`config.mk`:
```
export PLATFORM = sky130hd
export DESIGN_NAME = mem_burst_ctrl
export DESIGN_NICKNAME = d
export VERILOG_FILES = /design/src/rtl/mem_burst_ctrl.sv
export SDC_FILE = /design/constraint.sdc
export NUM_CORES = 1
export LEC_CHECK = 0
export ABC_AREA = 1
export BUFFER_PORTS_ARGS = -buffer_cell sky130_fd_sc_hd__buf_2
export CORE_MARGIN = 2
export CORE_UTILIZATION = 37
export DETAILED_ROUTE_END_ITERATION = 8
export GPL_ROUTABILITY_DRIVEN = 1
export PLACE_DENSITY = 0.86
export SYNTH_ARGS = -nofsm -noshare
export SYNTH_HDL_FRONTEND = slang
export SYNTH_SLANG_ARGS = --single-unit
```
`constraint.sdc`:
```
create_clock -name clk -period 1.3 [get_ports clk]
set_input_delay 0.39 -clock clk [delete_from_list [all_inputs] [get_ports clk]]
set_output_delay 0.39 -clock clk [all_outputs]
set_load 0.1 [all_outputs]
```
`src/rtl/mem_burst_ctrl.sv`:
```
// Burst sequencer in front of a 16-bit word memory with one-cycle registered read.
// Multi-word bursts are built only when MEM_CTRL_BURST_EN is defined; otherwise every request moves one word.
module mem_burst_ctrl #(
  parameter int unsigned ADDR_WIDTH = 16,
  parameter int unsigned LEN_WIDTH  = 4
) (
  input  logic                  clk,
  input  logic                  reset,
  input  logic                  req_valid,
  output logic                  req_ready,
  input  logic                  req_write,
  input  logic [ADDR_WIDTH-1:0] req_addr,
  input  logic [LEN_WIDTH-1:0]  req_len,
  input  logic                  wr_valid,
  output logic                  wr_ready,
  input  logic [15:0]           wr_data,
  output logic                  rd_valid,
  input  logic                  rd_ready,
  output logic [15:0]           rd_data,
  output logic                  done,
  output logic [ADDR_WIDTH-1:0] mem_address,
  output logic                  mem_load,
  output logic                  mem_out_en,
  output logic [15:0]           mem_data_in,
  input  logic [15:0]           mem_data_out
);

  localparam int unsigned DATA_WIDTH = 16;

  localparam logic [2:0] S_IDLE         = 3'd0;
  localparam logic [2:0] S_WRITE        = 3'd1;
  localparam logic [2:0] S_READ_ISSUE   = 3'd2;
  localparam logic [2:0] S_READ_CAPTURE = 3'd3;
  localparam logic [2:0] S_READ_PRESENT = 3'd4;

  logic [2:0]            state, state_nx;
  logic [ADDR_WIDTH-1:0] addr, addr_nx;
  logic [DATA_WIDTH-1:0] rd_data_nx;
  logic                  rd_valid_nx;
  logic                  done_nx;
  logic                  last;

`ifdef MEM_CTRL_BURST_EN
  logic [LEN_WIDTH-1:0]  remaining, remaining_nx;
  assign last = (remaining == '0);
`else
  logic unused_len;
  assign unused_len = ^req_len;
  assign last = 1'b1;
`endif

  // Next-state and register-update logic
  always_comb begin
    state_nx    = state;
    addr_nx     = addr;
    rd_data_nx  = rd_data;
    rd_valid_nx = rd_valid;
    done_nx     = 1'b0;
`ifdef MEM_CTRL_BURST_EN
    remaining_nx = remaining;
`endif
    case (state)
      S_IDLE: begin
        if (req_valid) begin
          addr_nx  = req_addr;
`ifdef MEM_CTRL_BURST_EN
          remaining_nx = req_len;
`endif
          state_nx = req_write ? S_WRITE : S_READ_ISSUE;
        end
      end
      S_WRITE: begin
        if (wr_valid) begin
          if (last) begin
            state_nx = S_IDLE;
            done_nx  = 1'b1;
          end else begin
`ifdef MEM_CTRL_BURST_EN
            addr_nx      = addr + ADDR_WIDTH'(1);
            remaining_nx = remaining - LEN_WIDTH'(1);
`endif
          end
        end
      end
      S_READ_ISSUE: begin
        state_nx = S_READ_CAPTURE;
      end
      S_READ_CAPTURE: begin
        rd_data_nx  = mem_data_out;
        rd_valid_nx = 1'b1;
        state_nx    = S_READ_PRESENT;
      end
      S_READ_PRESENT: begin
        if (rd_valid && rd_ready) begin
          rd_valid_nx = 1'b0;
          if (last) begin
            state_nx = S_IDLE;
            done_nx  = 1'b1;
          end else begin
`ifdef MEM_CTRL_BURST_EN
            addr_nx      = addr + ADDR_WIDTH'(1);
            remaining_nx = remaining - LEN_WIDTH'(1);
`endif
            state_nx = S_READ_ISSUE;
          end
        end
      end
      default: begin
        state_nx = S_IDLE;
      end
    endcase
  end

  always_ff @(posedge clk or negedge reset) begin
    if (!reset) begin
      state    <= S_IDLE;
      addr     <= '0;
      rd_data  <= '0;
      rd_valid <= 1'b0;
      done     <= 1'b0;
`ifdef MEM_CTRL_BURST_EN
      remaining <= '0;
`endif
    end else begin
      state    <= state_nx;
      addr     <= addr_nx;
      rd_data  <= rd_data_nx;
      rd_valid <= rd_valid_nx;
      done     <= done_nx;
`ifdef MEM_CTRL_BURST_EN
      remaining <= remaining_nx;
`endif
    end
  end

  // Memory strobes decode straight from state so reset removes them without waiting for a clock
  assign req_ready   = (state == S_IDLE);
  assign wr_ready    = (state == S_WRITE);
  assign mem_load    = (state == S_WRITE) && wr_valid;
  assign mem_out_en  = (state == S_READ_ISSUE);
  assign mem_address = addr;
  assign mem_data_in = (state == S_WRITE) ? wr_data : '0;

endmodule

```
==> results.toml <==
[worst_setup_path]
path_max_fanout = 5
worst-r2r-cell-count = 6
r2r-start = "state[1]"
crit_path_start_kind = "register"
endpoint = "mem_data_in[1]"
path_class = "register to primary output"
r2r_end = "mem_address[1]"
r2r_slack_ps = -170
cp.required_ps = 910
end_kind = "primary output"
cp-startpoint = "state[1]"
arrival_ps = 1410

[placement]
dpl.hpwl_um = 3810
portBuffers = 107
dpl_worst_slack_ps = -197
globalplace.congestion = 0.784

[global_route]
antenna_found_initial = 0
first_global_vias = 1760
grt_pass1_wl_um = 8130
grt.total_usage_pct = 20.8
grt_max_degree = 38
overflow = 0

[synthesis]
synth_most_common_cell = "nand2_1"
yosysTopAreaCellShare_pct = 55.7
yosysWarnings = 0
ys.flop_type = "dfrtp_1"
async_flop_share_pct = 100
seq_area_frac_synth_pct = 55.7
syn_avg_cell_area_um2 = 8.19
synth_edf_count = 0
synthDistinctLibCells = 17
ys_ff_latch = 37
syn_area_um2 = 1660
synth_largest_area_cell = "dfrtp_1"
ys_top_cells_by_area = "dfrtp_1 (56%), nand2_1 (12%), inv_1 (8.6%)"
synthCells = 203
yosys-top-cells-count = "nand2_1 (53), inv_1 (38), dfrtp_1 (37)"
synth.net_count = 261

[drt]
routed_wl_um = 5400
vias = 1797
post_drt_wl_per_cell_um = 14.0
drtIter0Drc = 64
vias_per_cell = 4.67
ant_nets = 0
drt_first_pass_iters = 4
drc = 0

[layout]
antenna_cells = 0
layout.nets = 390
area_growth_pct = 116
drive_above_1_share_pct = 50.8
multi_input_comb_area_um2 = 707
seqCellArea_um2 = 931
fill_cells = 228

[run_status]
status = "finished with violations"
violations = "negative setup slack"

[floorplan]
start_util_pct = 38.2
rows = 24
fp.coreArea_um2 = 4350
die_h_um = 71.0
io-pin-count = 112
dieWidth_um = 71.0
die-area_um2 = 5040

[sta]
fmax_ghz = 0.554
hold_viol_final = 0
clock_skew_ps = 9.24
slew_viol_final = 0
worstMarginPinSlew_ps = 274
timing.hold.ws_ps = 49.0
finalWorstSetupSlack_ps = -504
relSlewSlack_pct = 81.7
final.period_utilization_pct = 139
grt_setup_unrepaired = "yes"
period_needed_ps = 1800
setup_viol = 36

[run]
maxCapViolCount = 0

[cts]
cts.path.max_buffers = 2
clk_pin_slew_ps = 70
cts_root_buffer = "clkbuf_8"
cts_max_level = 2
insertion_delay_ps = 290
cts-buffers-inserted = 5
cts_tree = "yes"
clock_sinks = 37

[min_path]
hp-class = "primary input to asynchronous set/reset pin"
## cells in the final DEF (no fill, tap or decap)
master	Yosys	final
buf_12	0	59
inv_4	0	2
nand2_8	0	1
clkbuf_16	0	1
nand3_4	0	1
clkbuf_1	1	1
buf_4	1	14
nor2_2	0	1
inv_1	38	36
nand2_2	0	1
dfrtp_2	0	4
nand3_2	1	1
o21ai_0	18	16
nor3_4	1	2
clkinvlp_4	0	1
clkbuf_8	0	6
dfrtp_1	37	33
buf_6	2	3
o211ai_1	2	2
buf_2	5	53
bufinv_16	0	1
nand4_1	2	2
nand2_1	53	52
nand2_4	1	1
nor2_4	0	17
nor2_1	19	1
o21ai_1	0	2
nand3_1	20	19
## worst min path at each step
stage,start,to,slack (ps)
2_1_floorplan,reset,done,90
3_5_place_dp,reset,mem_address[6],380
4_1_cts,reset,mem_address[6],60
3_3_place_gp,reset,mem_address[11],370
6_report,reset,mem_address[12],50
5_1_grt,reset,mem_address[12],70
## layer usage
| layer | part of all wire (%) | track usage [%] | up-vias | wire, µm |
|---|---|---|---|---|
| met2 | 58 | 38.9 | 66 | 3110 |
| li1 | - | - | 879 | - |
| met3 | 5.6 | 6.41 | 15 | 304 |
| met4 | 2.9 | 7.76 | 0 | 156 |
| met5 | 0 | 0 | - | 0 |
| met1 | 34 | 21.8 | 837 | 1830 |
## logic make-up after synthesis
group | Yosys count | synth area share [%]
flops | 37 | 55.7
compound gates | 20 | 6.33
simple gates | 98 | 25.6
buf+inv | 48 | 12.3
## area by class of cell
type	instances	area share, %
clock buffer	7	2.41
clock inverter	1	0.838
inverter	39	4.33
multi-input combinational	119	19.7
sequential	37	26.0
tap	52	1.82
timing repair buffer	130	44.9
## critical path, cell delays in order (launching register included)
cell and delay, ps:
dfrtp_2 420, inv_4 70, nand3_4 140, buf_12 190
nor2_4 120, buf_12 180
## timing repair
action                                  4_1_cts  5_1_grt
endpoints found under the setup margin       37       51
gates resized for setup                       4        7
endpoints found under the hold margin         0        0
pin swaps                                     4        6
hold buffers                                  0        0
cloned                                        0        2
buffers inserted                              4        7
## stage by stage
step / cell area (µm²) / utilization (%) / TNS [ps] / std cells
floorplan: 1840 / - / -10000 / 203
global placement: 3340 / 76.7 / -4800 / 367
detailed placement: 3340 / 76.7 / -5520 / 367
CTS: 3490 / 80.1 / -10310 / 377
global route: 3580 / 82.3 / -13360 / 385
finish: 3580 / 82.3 / -11150 / 385
## state kept, by name, summed over array words and instances (netlist names)
name         cells
mem_address     16
state            3
rd_data         16
done             1
rd_valid         1
Power is left out: the tool's default activity adds up to more than one toggle a clock period on the data nets, which glitch-free logic cannot reach.
